===== config.mk =====
export PLATFORM = sky130hd
export DESIGN_NAME = ar_r_read_arbiter_flat
export DESIGN_NICKNAME = d
export VERILOG_FILES = /design/src/rtl/ar_r_read_arbiter_pkg.sv /design/src/rtl/ar_r_read_arbiter_if.sv /design/src/rtl/ar_r_read_arbiter_rd_pick.sv /design/src/rtl/ar_r_read_arbiter.sv /design/src/flat_wrapper.sv
export SDC_FILE = /design/constraint.sdc
export NUM_CORES = 1
export LEC_CHECK = 0
export CAP_MARGIN = 20
export CORE_MARGIN = 2
export CORE_UTILIZATION = 35
export CTS_CLUSTER_DIAMETER = 50
export CTS_CLUSTER_SIZE = 12
export DETAILED_ROUTE_END_ITERATION = 10
export MAX_ROUTING_LAYER = met4
export PLACE_DENSITY = 0.83
export RECOVER_POWER = 100
export SYNTH_ARGS = -nofsm -noshare
export SYNTH_HDL_FRONTEND = slang
export SYNTH_SLANG_ARGS = --single-unit
export TNS_END_PERCENT = 20

===== constraint.sdc =====
create_clock -name clk -period 2.7 [get_ports clk]
set_input_delay 0.675 -clock clk [delete_from_list [all_inputs] [get_ports clk]]
set_output_delay 0.675 -clock clk [all_outputs]
set_load 0.05 [all_outputs]

===== src/rtl/ar_r_read_arbiter_pkg.sv =====
`default_nettype none
// =============================================================================
// ar_r_read_arbiter_pkg : source IDs, AR FSM encoding and fixed AR fields
// Revision 1.0
// =============================================================================
package ar_r_read_arbiter_pkg;

   localparam int c_INST_ID = 0;
   localparam int c_DATA_ID = 1;

   typedef enum logic [0:0] {
      ST_IDLE = 1'b0,
      ST_SEND = 1'b1
   } ar_state_t;

   // Single-beat, incrementing, normal, non-cacheable, unprivileged reads
   localparam logic [7:0] c_ARLEN   = 8'd0;
   localparam logic [1:0] c_ARBURST = 2'b01;
   localparam logic [1:0] c_ARLOCK  = 2'b00;
   localparam logic [3:0] c_ARCACHE = 4'b0000;
   localparam logic [2:0] c_ARPROT  = 3'b000;

   function automatic logic [2:0] f_arsize(input logic [1:0] size);
      return {1'b0, size};
   endfunction

endpackage
`default_nettype wire


===== src/rtl/ar_r_read_arbiter_if.sv =====
`default_nettype none
// =============================================================================
// ar_r_read_arbiter_if : sram-like inst/data read ports, write-hazard status, AXI AR/R
// Revision 1.0
// =============================================================================
interface ar_r_read_arbiter_if #(
   parameter int ADDR_W = 32,
   parameter int DATA_W = 32,
   parameter int ID_W   = 4
);
   logic              inst_sram_req;
   logic [1:0]        inst_sram_size;
   logic [ADDR_W-1:0] inst_sram_addr;
   logic              inst_sram_addr_ok;
   logic              inst_sram_data_ok;
   logic [DATA_W-1:0] inst_sram_rdata;

   logic              data_sram_req;
   logic              data_sram_wr;
   logic [1:0]        data_sram_size;
   logic [ADDR_W-1:0] data_sram_addr;
   logic              data_sram_addr_ok;
   logic              data_sram_data_ok;
   logic [DATA_W-1:0] data_sram_rdata;

   logic              wr_busy;
   logic [ADDR_W-1:0] wr_addr;

   logic [ID_W-1:0]   arid;
   logic [ADDR_W-1:0] araddr;
   logic [2:0]        arsize;
   logic [7:0]        arlen;
   logic [1:0]        arburst;
   logic [1:0]        arlock;
   logic [3:0]        arcache;
   logic [2:0]        arprot;
   logic              arvalid;
   logic              arready;

   logic [ID_W-1:0]   rid;
   logic [DATA_W-1:0] rdata;
   logic [1:0]        rresp;
   logic              rlast;
   logic              rvalid;
   logic              rready;

   // The arbiter is the AXI read master
   modport master (
      input  inst_sram_req, inst_sram_size, inst_sram_addr,
      output inst_sram_addr_ok, inst_sram_data_ok, inst_sram_rdata,
      input  data_sram_req, data_sram_wr, data_sram_size, data_sram_addr,
      output data_sram_addr_ok, data_sram_data_ok, data_sram_rdata,
      input  wr_busy, wr_addr,
      output arid, araddr, arsize, arlen, arburst, arlock, arcache, arprot, arvalid,
      input  arready,
      input  rid, rdata, rresp, rlast, rvalid,
      output rready
   );

   modport slave (
      output inst_sram_req, inst_sram_size, inst_sram_addr,
      input  inst_sram_addr_ok, inst_sram_data_ok, inst_sram_rdata,
      output data_sram_req, data_sram_wr, data_sram_size, data_sram_addr,
      input  data_sram_addr_ok, data_sram_data_ok, data_sram_rdata,
      output wr_busy, wr_addr,
      input  arid, araddr, arsize, arlen, arburst, arlock, arcache, arprot, arvalid,
      output arready,
      output rid, rdata, rresp, rlast, rvalid,
      input  rready
   );

endinterface
`default_nettype wire


===== src/rtl/ar_r_read_arbiter_rd_pick.sv =====
`default_nettype none
// =============================================================================
// ar_r_read_arbiter_rd_pick : RAW hazard compare and data-over-inst read select
// Revision 1.0
// =============================================================================
module ar_r_read_arbiter_rd_pick
   import ar_r_read_arbiter_pkg::*;
#(
   parameter int ADDR_W = 32
) (
   input  logic              i_idle,
   input  logic              i_inst_req,
   input  logic              i_inst_busy,
   input  logic              i_data_req,
   input  logic              i_data_wr,
   input  logic              i_data_busy,
   input  logic [ADDR_W-1:0] i_data_addr,
   input  logic              i_wr_busy,
   input  logic [ADDR_W-1:0] i_wr_addr,
   output logic              o_grant_inst,
   output logic              o_grant_data
);

   logic w_hazard;
   logic w_data_cand;
   logic w_inst_cand;

   // Word-granular compare: any read touching the word being written must wait
   assign w_hazard    = i_wr_busy & (i_wr_addr[ADDR_W-1:2] == i_data_addr[ADDR_W-1:2]);
   assign w_data_cand = i_data_req & ~i_data_wr & ~i_data_busy & ~w_hazard;
   assign w_inst_cand = i_inst_req & ~i_inst_busy;

   assign o_grant_data = i_idle & w_data_cand;
   assign o_grant_inst = i_idle & w_inst_cand & ~w_data_cand;

   wire w_unused = &{1'b0, i_data_addr[1:0], i_wr_addr[1:0]};

endmodule
`default_nettype wire


===== src/rtl/ar_r_read_arbiter.sv =====
`default_nettype none
// =============================================================================
// ar_r_read_arbiter : shares AXI AR/R between inst and data reads, routes R by rid
// Revision 1.0
// =============================================================================
module ar_r_read_arbiter
   import ar_r_read_arbiter_pkg::*;
#(
   parameter int ADDR_W  = 32,
   parameter int DATA_W  = 32,
   parameter int ID_W    = 4,
   parameter int INST_ID = c_INST_ID,
   parameter int DATA_ID = c_DATA_ID
) (
   input  wire logic            clk,
   input  wire logic            resetn,
   ar_r_read_arbiter_if.master  bus
);

   ar_state_t         r_state;
   logic              r_arvalid;
   logic [ADDR_W-1:0] r_araddr;
   logic [ID_W-1:0]   r_arid;
   logic [2:0]        r_arsize;
   logic              r_inst_busy;
   logic              r_data_busy;
   logic              r_rready;
   logic              r_inst_data_ok;
   logic              r_data_data_ok;
   logic [DATA_W-1:0] r_inst_rdata;
   logic [DATA_W-1:0] r_data_rdata;

   logic              w_grant_inst;
   logic              w_grant_data;
   logic              w_r_fire;
   logic              w_r_inst;
   logic              w_r_data;

   ar_r_read_arbiter_rd_pick #(
      .ADDR_W (ADDR_W)
   ) u_rd_pick (
      .i_idle       (r_state == ST_IDLE),
      .i_inst_req   (bus.inst_sram_req),
      .i_inst_busy  (r_inst_busy),
      .i_data_req   (bus.data_sram_req),
      .i_data_wr    (bus.data_sram_wr),
      .i_data_busy  (r_data_busy),
      .i_data_addr  (bus.data_sram_addr),
      .i_wr_busy    (bus.wr_busy),
      .i_wr_addr    (bus.wr_addr),
      .o_grant_inst (w_grant_inst),
      .o_grant_data (w_grant_data)
   );

   assign w_r_fire = bus.rvalid & r_rready;
   assign w_r_inst = w_r_fire & (bus.rid == ID_W'(INST_ID));
   assign w_r_data = w_r_fire & (bus.rid == ID_W'(DATA_ID));

   always_ff @(posedge clk or negedge resetn) begin
      if (!resetn) begin
         r_state   <= ST_IDLE;
         r_arvalid <= 1'b0;
         r_araddr  <= '0;
         r_arid    <= '0;
         r_arsize  <= '0;
      end else begin
         case (r_state)
            ST_IDLE: begin
               if (w_grant_data) begin
                  r_araddr  <= bus.data_sram_addr;
                  r_arsize  <= f_arsize(bus.data_sram_size);
                  r_arid    <= ID_W'(DATA_ID);
                  r_arvalid <= 1'b1;
                  r_state   <= ST_SEND;
               end else if (w_grant_inst) begin
                  r_araddr  <= bus.inst_sram_addr;
                  r_arsize  <= f_arsize(bus.inst_sram_size);
                  r_arid    <= ID_W'(INST_ID);
                  r_arvalid <= 1'b1;
                  r_state   <= ST_SEND;
               end
            end
            ST_SEND: begin
               if (bus.arready) begin
                  r_arvalid <= 1'b0;
                  r_state   <= ST_IDLE;
               end
            end
            default: begin
               r_arvalid <= 1'b0;
               r_state   <= ST_IDLE;
            end
         endcase
      end
   end

   // A new accept overrides a same-cycle return for that source (stale beat)
   always_ff @(posedge clk or negedge resetn) begin
      if (!resetn) begin
         r_inst_busy <= 1'b0;
         r_data_busy <= 1'b0;
      end else begin
         if (w_grant_inst) begin
            r_inst_busy <= 1'b1;
         end else if (w_r_inst) begin
            r_inst_busy <= 1'b0;
         end
         if (w_grant_data) begin
            r_data_busy <= 1'b1;
         end else if (w_r_data) begin
            r_data_busy <= 1'b0;
         end
      end
   end

   always_ff @(posedge clk or negedge resetn) begin
      if (!resetn) begin
         r_rready       <= 1'b0;
         r_inst_data_ok <= 1'b0;
         r_data_data_ok <= 1'b0;
         r_inst_rdata   <= '0;
         r_data_rdata   <= '0;
      end else begin
         r_rready       <= 1'b1;
         r_inst_data_ok <= w_r_inst;
         r_data_data_ok <= w_r_data;
         if (w_r_inst) begin
            r_inst_rdata <= bus.rdata;
         end
         if (w_r_data) begin
            r_data_rdata <= bus.rdata;
         end
      end
   end

   assign bus.inst_sram_addr_ok = w_grant_inst;
   assign bus.data_sram_addr_ok = w_grant_data;
   assign bus.inst_sram_data_ok = r_inst_data_ok;
   assign bus.data_sram_data_ok = r_data_data_ok;
   assign bus.inst_sram_rdata   = r_inst_rdata;
   assign bus.data_sram_rdata   = r_data_rdata;

   assign bus.arid    = r_arid;
   assign bus.araddr  = r_araddr;
   assign bus.arsize  = r_arsize;
   assign bus.arlen   = c_ARLEN;
   assign bus.arburst = c_ARBURST;
   assign bus.arlock  = c_ARLOCK;
   assign bus.arcache = c_ARCACHE;
   assign bus.arprot  = c_ARPROT;
   assign bus.arvalid = r_arvalid;
   assign bus.rready  = r_rready;

   // Single-beat reads: response status and last flag carry no information here
   wire w_unused = &{1'b0, bus.rresp, bus.rlast};

endmodule
`default_nettype wire


===== src/flat_wrapper.sv =====
// flat-port wrapper written by rule: the top's interface ports become plain ports
module ar_r_read_arbiter_flat import ar_r_read_arbiter_pkg::*;
#(
   parameter int ADDR_W  = 32,
   parameter int DATA_W  = 32,
   parameter int ID_W    = 4,
   parameter int INST_ID = c_INST_ID,
   parameter int DATA_ID = c_DATA_ID
)
  (clk, resetn, bus_inst_sram_req, bus_inst_sram_size, bus_inst_sram_addr, bus_inst_sram_addr_ok, bus_inst_sram_data_ok, bus_inst_sram_rdata, bus_data_sram_req, bus_data_sram_wr, bus_data_sram_size, bus_data_sram_addr, bus_data_sram_addr_ok, bus_data_sram_data_ok, bus_data_sram_rdata, bus_wr_busy, bus_wr_addr, bus_arid, bus_araddr, bus_arsize, bus_arlen, bus_arburst, bus_arlock, bus_arcache, bus_arprot, bus_arvalid, bus_arready, bus_rid, bus_rdata, bus_rresp, bus_rlast, bus_rvalid, bus_rready);
  ar_r_read_arbiter_if #(.ADDR_W(ADDR_W), .DATA_W(DATA_W), .ID_W(ID_W)) bus_i ();
  input  wire logic clk;
  input  wire logic resetn;
  input wire logic [$bits(bus_i.inst_sram_req)-1:0] bus_inst_sram_req;
  input wire logic [$bits(bus_i.inst_sram_size)-1:0] bus_inst_sram_size;
  input wire logic [$bits(bus_i.inst_sram_addr)-1:0] bus_inst_sram_addr;
  output wire logic [$bits(bus_i.inst_sram_addr_ok)-1:0] bus_inst_sram_addr_ok;
  output wire logic [$bits(bus_i.inst_sram_data_ok)-1:0] bus_inst_sram_data_ok;
  output wire logic [$bits(bus_i.inst_sram_rdata)-1:0] bus_inst_sram_rdata;
  input wire logic [$bits(bus_i.data_sram_req)-1:0] bus_data_sram_req;
  input wire logic [$bits(bus_i.data_sram_wr)-1:0] bus_data_sram_wr;
  input wire logic [$bits(bus_i.data_sram_size)-1:0] bus_data_sram_size;
  input wire logic [$bits(bus_i.data_sram_addr)-1:0] bus_data_sram_addr;
  output wire logic [$bits(bus_i.data_sram_addr_ok)-1:0] bus_data_sram_addr_ok;
  output wire logic [$bits(bus_i.data_sram_data_ok)-1:0] bus_data_sram_data_ok;
  output wire logic [$bits(bus_i.data_sram_rdata)-1:0] bus_data_sram_rdata;
  input wire logic [$bits(bus_i.wr_busy)-1:0] bus_wr_busy;
  input wire logic [$bits(bus_i.wr_addr)-1:0] bus_wr_addr;
  output wire logic [$bits(bus_i.arid)-1:0] bus_arid;
  output wire logic [$bits(bus_i.araddr)-1:0] bus_araddr;
  output wire logic [$bits(bus_i.arsize)-1:0] bus_arsize;
  output wire logic [$bits(bus_i.arlen)-1:0] bus_arlen;
  output wire logic [$bits(bus_i.arburst)-1:0] bus_arburst;
  output wire logic [$bits(bus_i.arlock)-1:0] bus_arlock;
  output wire logic [$bits(bus_i.arcache)-1:0] bus_arcache;
  output wire logic [$bits(bus_i.arprot)-1:0] bus_arprot;
  output wire logic [$bits(bus_i.arvalid)-1:0] bus_arvalid;
  input wire logic [$bits(bus_i.arready)-1:0] bus_arready;
  input wire logic [$bits(bus_i.rid)-1:0] bus_rid;
  input wire logic [$bits(bus_i.rdata)-1:0] bus_rdata;
  input wire logic [$bits(bus_i.rresp)-1:0] bus_rresp;
  input wire logic [$bits(bus_i.rlast)-1:0] bus_rlast;
  input wire logic [$bits(bus_i.rvalid)-1:0] bus_rvalid;
  output wire logic [$bits(bus_i.rready)-1:0] bus_rready;
  assign bus_i.inst_sram_req = bus_inst_sram_req;
  assign bus_i.inst_sram_size = bus_inst_sram_size;
  assign bus_i.inst_sram_addr = bus_inst_sram_addr;
  assign bus_inst_sram_addr_ok = bus_i.inst_sram_addr_ok;
  assign bus_inst_sram_data_ok = bus_i.inst_sram_data_ok;
  assign bus_inst_sram_rdata = bus_i.inst_sram_rdata;
  assign bus_i.data_sram_req = bus_data_sram_req;
  assign bus_i.data_sram_wr = bus_data_sram_wr;
  assign bus_i.data_sram_size = bus_data_sram_size;
  assign bus_i.data_sram_addr = bus_data_sram_addr;
  assign bus_data_sram_addr_ok = bus_i.data_sram_addr_ok;
  assign bus_data_sram_data_ok = bus_i.data_sram_data_ok;
  assign bus_data_sram_rdata = bus_i.data_sram_rdata;
  assign bus_i.wr_busy = bus_wr_busy;
  assign bus_i.wr_addr = bus_wr_addr;
  assign bus_arid = bus_i.arid;
  assign bus_araddr = bus_i.araddr;
  assign bus_arsize = bus_i.arsize;
  assign bus_arlen = bus_i.arlen;
  assign bus_arburst = bus_i.arburst;
  assign bus_arlock = bus_i.arlock;
  assign bus_arcache = bus_i.arcache;
  assign bus_arprot = bus_i.arprot;
  assign bus_arvalid = bus_i.arvalid;
  assign bus_i.arready = bus_arready;
  assign bus_i.rid = bus_rid;
  assign bus_i.rdata = bus_rdata;
  assign bus_i.rresp = bus_rresp;
  assign bus_i.rlast = bus_rlast;
  assign bus_i.rvalid = bus_rvalid;
  assign bus_rready = bus_i.rready;
  ar_r_read_arbiter #(.ADDR_W(ADDR_W), .DATA_W(DATA_W), .ID_W(ID_W), .INST_ID(INST_ID), .DATA_ID(DATA_ID)) u_core (.clk(clk), .resetn(resetn), .bus(bus_i));
endmodule

Word-level counts from Yosys, hierarchy flattened
Index checks and enable logic that the tools add are counted.
{"block": "op_classes", "n_reduce_logical": 6, "n_eq_ne": 4, "bitwise": 17, "muxes": 18}
{"cell": "$mux W32", "n": 2}
{"cell": "$eq A30 B30 Y1", "n": 1}
{"cell": "$and A1 B1 Y1", "n": 11}
{"cell": "$mux W1", "n": 10}
{"cell": "$mux W4", "n": 2}
{"cell": "$mux W3", "n": 2}
{"cell": "$not A1 Y1", "n": 6}
{"cell": "$reduce_bool A2 Y1", "n": 3}
{"cell": "$eq A4 B1 Y1 const B", "n": 1}
{"cell": "$logic_not A4 Y1", "n": 1}
{"cell": "$pmux W1 S2", "n": 2}
{"cell": "$reduce_and A2 Y1", "n": 2}
{"cell": "$ne A3 B3 Y1 const B", "n": 1}
{"cell": "$ne A2 B2 Y1 const B", "n": 1}
{"block": "totals", "word_cells": 57, "ff_bits": 110}

Depth between registers and ports, before layout
Gate-level depths: netlist (run 1).
{"block": "logic_depth", "ltp_word": 9, "ltp_mapped": 9, "mapped_depth_nobuf": 6}

Modules after synthesis
Synthesis (run 1) repeated with hierarchy kept, for this count alone.
{"block": "hier_totals", "hier_cells": 373, "area_unflattened_um2": 4898.4}
{"mod": "ar_r_read_arbiter", "instances": 1, "seq_area_each_um2": 2652.5, "area_per_inst_um2": 4541.9, "cells_per_inst": 329}
{"mod": "ar_r_read_arbiter_rd_pick", "instances": 1, "seq_area_each_um2": 0.0, "area_per_inst_um2": 356.6, "cells_per_inst": 44}

Worst setup path before layout (run 1)
No wires, ideal clock.
{"block": "synth_timing", "path_type": "input -> output", "start": "input bus_data_sram_addr[3]", "end": "output bus_inst_sram_addr_ok", "required_ns": 2.025, "t_arrival_ns": 2.211, "stages": 7, "path_buffers": 2, "setup_slack_ns": -0.186, "cell_sequence": "xnor2_1 nand4_1 or4_1 o211ai_2 and2_1 buf_4 buf_2"}
{"block": "synth_between", "elab_chain_cells": 6}
{"element": "start, declared", "line_no": "flat_wrapper.sv:23", "text": "input wire logic [$bits(bus_i.data_sram_addr)-1:0] bus_data_sram_addr;"}
{"element": "$eq A30 B30 Y1", "line_no": "ar_r_read_arbiter_rd_pick.sv:29", "text": "assign w_hazard = i_wr_busy & (i_wr_addr[ADDR_W-1:2] == i_data_addr[ADDR_W-1:2]);"}
{"element": "$and A1 B1 Y1", "line_no": "ar_r_read_arbiter_rd_pick.sv:29"}
{"element": "$not A1 Y1", "line_no": "ar_r_read_arbiter_rd_pick.sv:30", "text": "assign w_data_cand = i_data_req & ~i_data_wr & ~i_data_busy & ~w_hazard;"}
{"element": "$and A1 B1 Y1", "line_no": "ar_r_read_arbiter_rd_pick.sv:30"}
{"element": "$not A1 Y1", "line_no": "ar_r_read_arbiter_rd_pick.sv:34", "text": "assign o_grant_inst = i_idle & w_inst_cand & ~w_data_cand;"}
{"element": "$and A1 B1 Y1", "line_no": "ar_r_read_arbiter_rd_pick.sv:34"}
{"element": "end, declared", "line_no": "flat_wrapper.sv:17", "text": "output wire logic [$bits(bus_i.inst_sram_addr_ok)-1:0] bus_inst_sram_addr_ok;"}
No other way between the ends.

Final worst setup path (run 1)
{"block": "layout_timing", "start": "input bus_data_sram_addr[12]", "end": "output bus_data_sram_addr_ok"}
{"block": "layout_between", "elab_chain_cells": 5}
{"element": "$eq A30 B30 Y1", "line_no": "ar_r_read_arbiter_rd_pick.sv:29"}
{"element": "$and A1 B1 Y1", "line_no": "ar_r_read_arbiter_rd_pick.sv:29"}
{"element": "$not A1 Y1", "line_no": "ar_r_read_arbiter_rd_pick.sv:30"}
{"element": "$and A1 B1 Y1", "line_no": "ar_r_read_arbiter_rd_pick.sv:30"}
{"element": "$and A1 B1 Y1", "line_no": "ar_r_read_arbiter_rd_pick.sv:33", "text": "assign o_grant_data = i_idle & w_data_cand;"}
{"element": "end, declared", "line_no": "flat_wrapper.sv:24", "text": "output wire logic [$bits(bus_i.data_sram_addr_ok)-1:0] bus_data_sram_addr_ok;"}
No other way between the ends.

==> metrics.yaml, run 1 <==
status: "finished with violations"
violations: "setup timing"
yosys_warnings: 0
reg2reg_from: "u_core.bus.rready$_DFF_PN0_"
fin_util_pct: 58.30
drive_above_1_share_pct: 23.88
clock_latency_ns: 0.34
use_met2_pct: 34.43
hold-worst-slack_ns: 0.4928
finalPower_w: 0.007534
syn_to_final_growth_pct: 62.74
reg2reg_to: "u_core.bus.data_sram_rdata[29]$_DFFE_PN0P_"
p_per_area_mw_per_mm2: 975.8
antenna_found_initial: 2
min_from: "u_core.r_data_busy$_DFFE_PN0P_"
ys_seq_area_share_pct: 55.91
use_met1_pct: 23.74
cpMostUsedCell: "buf_6"
clk_path_buf_depth: 2
worstSetupPathType: "in2out"
fp.coreArea_sq_mm: 0.01324
max_freq_mhz: 342.3
dp.cells: 762
dpl.hpwl_um: 10800
slowest_delay_ns: 0.56
wire_per_inst_um: 18.65
fin_crit_ns: 2.921
grt_pass1_wl_um: 22300
clk_pin_slew_ns: 0.07
rr_worst_depth: 6
numCtsBuffers: 9
grt_use_total_pct: 20.49
worst_slack_ns: -0.2210
cp_slowest_cell: "or4_4"
row_count: 42
gr-max-usage-layer: "met2"
hold_path.class: "reg2reg"
cts.sinks: 106
finalHoldViolCount: 0
gp_congestion: 0.8466
cap_violations: 0
drt-total-wl_um: 14560
ios: 275
slew_headroom_pct: 13.75
crit_buf_inv: 3
rrSetupSlack_ns: 0.61
start_util_pct: 35.83
fp.dieW_um: 120.4
cts_root_buffer: "clkbuf_16"
avgViaCountPerCell: 4.949
rsz0062_at_grt: "yes"
tns_ns: -0.4350
finalCritPeriodShare_pct: 108.2
vias: 3865
htreeDepth: 3
first_pass_iters: 4
yosysUniqueCellTypes: 26
cp.arrival_ns: 2.25
antenna_left: 0
port-buffer-count: 246
cp_cell_sequence: "buf_6, xnor2_1, nand4_1, or4_4, o211ai_4, buf_6, nor2_4, buf_8"
worstPathMaxFanout: 3
ys_ff_latch: 106
crit_family: "simple AND/OR/NAND/NOR gates"
grt_use_met3_pct: 4.151
grt_pass1_vias: 4181
crit_cells: 8
die_height_um: 120.4
cts_tree: "yes"
stdcell_count: 781
grt_max_degree: 58
peakVddDrop_v: 0.0005432
nets: 745
layout_common_cells: "181 x clkdlybuf4s50_1, 106 x dfrtp_1, 64 x mux2_2, 35 x nor3b_1, 34 x a221o_1"
cp-end-kind: "primary output"
setup.worst_path.start_class: "input port"
drv_slew: 0
die_area_sq_mm: 0.01450
p_leak_nw: 3.353
crit_end: "bus_data_sram_addr_ok"
crit_start: "bus_data_sram_addr[12]"
drt_iter0_markers: 211
tightest_slew_ns: 1.294
gr-total-overflow: 0
crit_required_ns: 2.03
post_synth.cell_area_avg_sq_um: 13.67
drc_errors: 0
skew_ns: 0.006487
netlist_area_sq_mm: 0.004745
setup_viol: 2
final_common_cell: "clkdlybuf4s50_1"
synth_cells: 347
## through the flow
stage | setup WS (ns) | instance area (sq um)
after global routing | -0.2639 | 7721
after floorplan | 0.0005329 | 4845
after detailed placement | -0.7711 | 7392
final | -0.2210 | 7721
after CTS | -0.2100 | 7731
after global placement | -0.7758 | 7392
## registers in the layout, summed over array words and instances, names as in the netlist
signal,cells
u_core.r_inst_busy,1
u_core.bus.inst_sram_rdata,32
u_core.r_state,1
u_core.bus.rready,1
u_core.bus.arid,1
u_core.bus.arvalid,1
u_core.r_data_busy,1
u_core.bus.arsize,2
u_core.bus.data_sram_data_ok,1
u_core.bus.data_sram_rdata,32
u_core.bus.inst_sram_data_ok,1
u_core.bus.araddr,32
## Yosys cell counts
library cell | count | area share [%]
buf_2 | 6 | 0.63
a21o_1 | 3 | 0.47
clkbuf_1 | 7 | 0.55
buf_4 | 27 | 4.3
nand3b_1 | 1 | 0.16
conb_1 | 2 | 0.16
o21a_1 | 1 | 0.16
nand2_1 | 2 | 0.16
xnor2_1 | 15 | 2.8
and2_1 | 1 | 0.13
a22oi_1 | 1 | 0.16
or4_1 | 2 | 0.32
nor4_1 | 3 | 0.40
dfrtp_1 | 106 | 56
o21ai_0 | 1 | 0.11
mux2_2 | 64 | 15
a221o_1 | 34 | 7.2
nor2_1 | 4 | 0.32
buf_6 | 5 | 1.2
o211ai_2 | 1 | 0.26
nor3b_1 | 35 | 5.5
inv_1 | 4 | 0.32
nand2b_1 | 1 | 0.13
nand4_1 | 5 | 0.66
nor3_1 | 1 | 0.11
xor2_1 | 15 | 2.8
## cell families after synthesis
group           synth area share (%)
buf+inv                        6.962
mux                            15.19
other cells                   0.1583
simple gates                   7.911
flops                          55.91
compound gates                 8.333
xor+xnor                       5.538
## how the worst min path moves through the flow
stage / end / slack, ns / depth (start not counted)
final: u_core.r_data_busy$_DFFE_PN0P_ / 0.49 / 1
after global routing: u_core.r_data_busy$_DFFE_PN0P_ / 0.51 / 1
after CTS: u_core.bus.araddr[22]$_DFFE_PN0P_ / 0.38 / 1
after detailed placement: u_core.bus.arid[0]$_DFFE_PN0P_ / 0.47 / 1
after global placement: u_core.r_data_busy$_DFFE_PN0P_ / 0.47 / 1
after floorplan: u_core.bus.araddr[0]$_DFFE_PN0P_ / 0.38 / 0
## area by class of cell
type / count / area [sq um]
sequential: 106 / 2653
inverter: 4 / 15.01
clock inverter: 5 / 82.58
clock buffer: 11 / 252.7
tap: 176 / 220.2
antenna: 2 / 5.005
timing repair buffer: 263 / 2515
multi-input combinational: 214 / 1978
fill: 1055 / 5522
## layer usage
metal  up-vias  routed length, um
met1      1902               5733
met4         0                423
met5         -                  0
li1       1723                  -
met2       208               7334
met3        32               1071
## report_power, final
group          switching, W  internal, W
logic               0.00237      0.00139
clock network      0.000598     0.000869
registers          0.000263      0.00205
## worst register-to-register path, delay by kind of cell (launching register included)
| family | cells | cell delay [ns] |
|---|---|---|
| flip-flops | 1 | 0.35 |
| AND/OR/NAND/NOR | 3 | 0.52 |
| multiplexers | 1 | 0.49 |
| buffers and inverters | 2 | 0.62 |
## what timing repair did
action / 4_1_cts / 5_1_grt
hold buffers: 0 / 0
pin swaps: 28 / 20
endpoints found under the setup margin: 38 / 2
setup buffers: 1 / 0
gates resized for setup: 151 / 25
Note: power is estimated with default switching activity, not from simulation.
==> inputs of run 2 (changes only) <==
--- a/config.mk
+++ b/config.mk
@@ -5,10 +5,9 @@
 export SDC_FILE = /design/constraint.sdc
 export NUM_CORES = 1
 export LEC_CHECK = 0
-export CAP_MARGIN = 20
 export CORE_MARGIN = 2
 export CORE_UTILIZATION = 35
-export CTS_CLUSTER_DIAMETER = 50
+export CTS_CLUSTER_DIAMETER = 80
 export CTS_CLUSTER_SIZE = 12
 export DETAILED_ROUTE_END_ITERATION = 10
 export MAX_ROUTING_LAYER = met4
==> results of run 2 <==
Same layout as run 1: the final DEF is identical, and so are final timing and power.
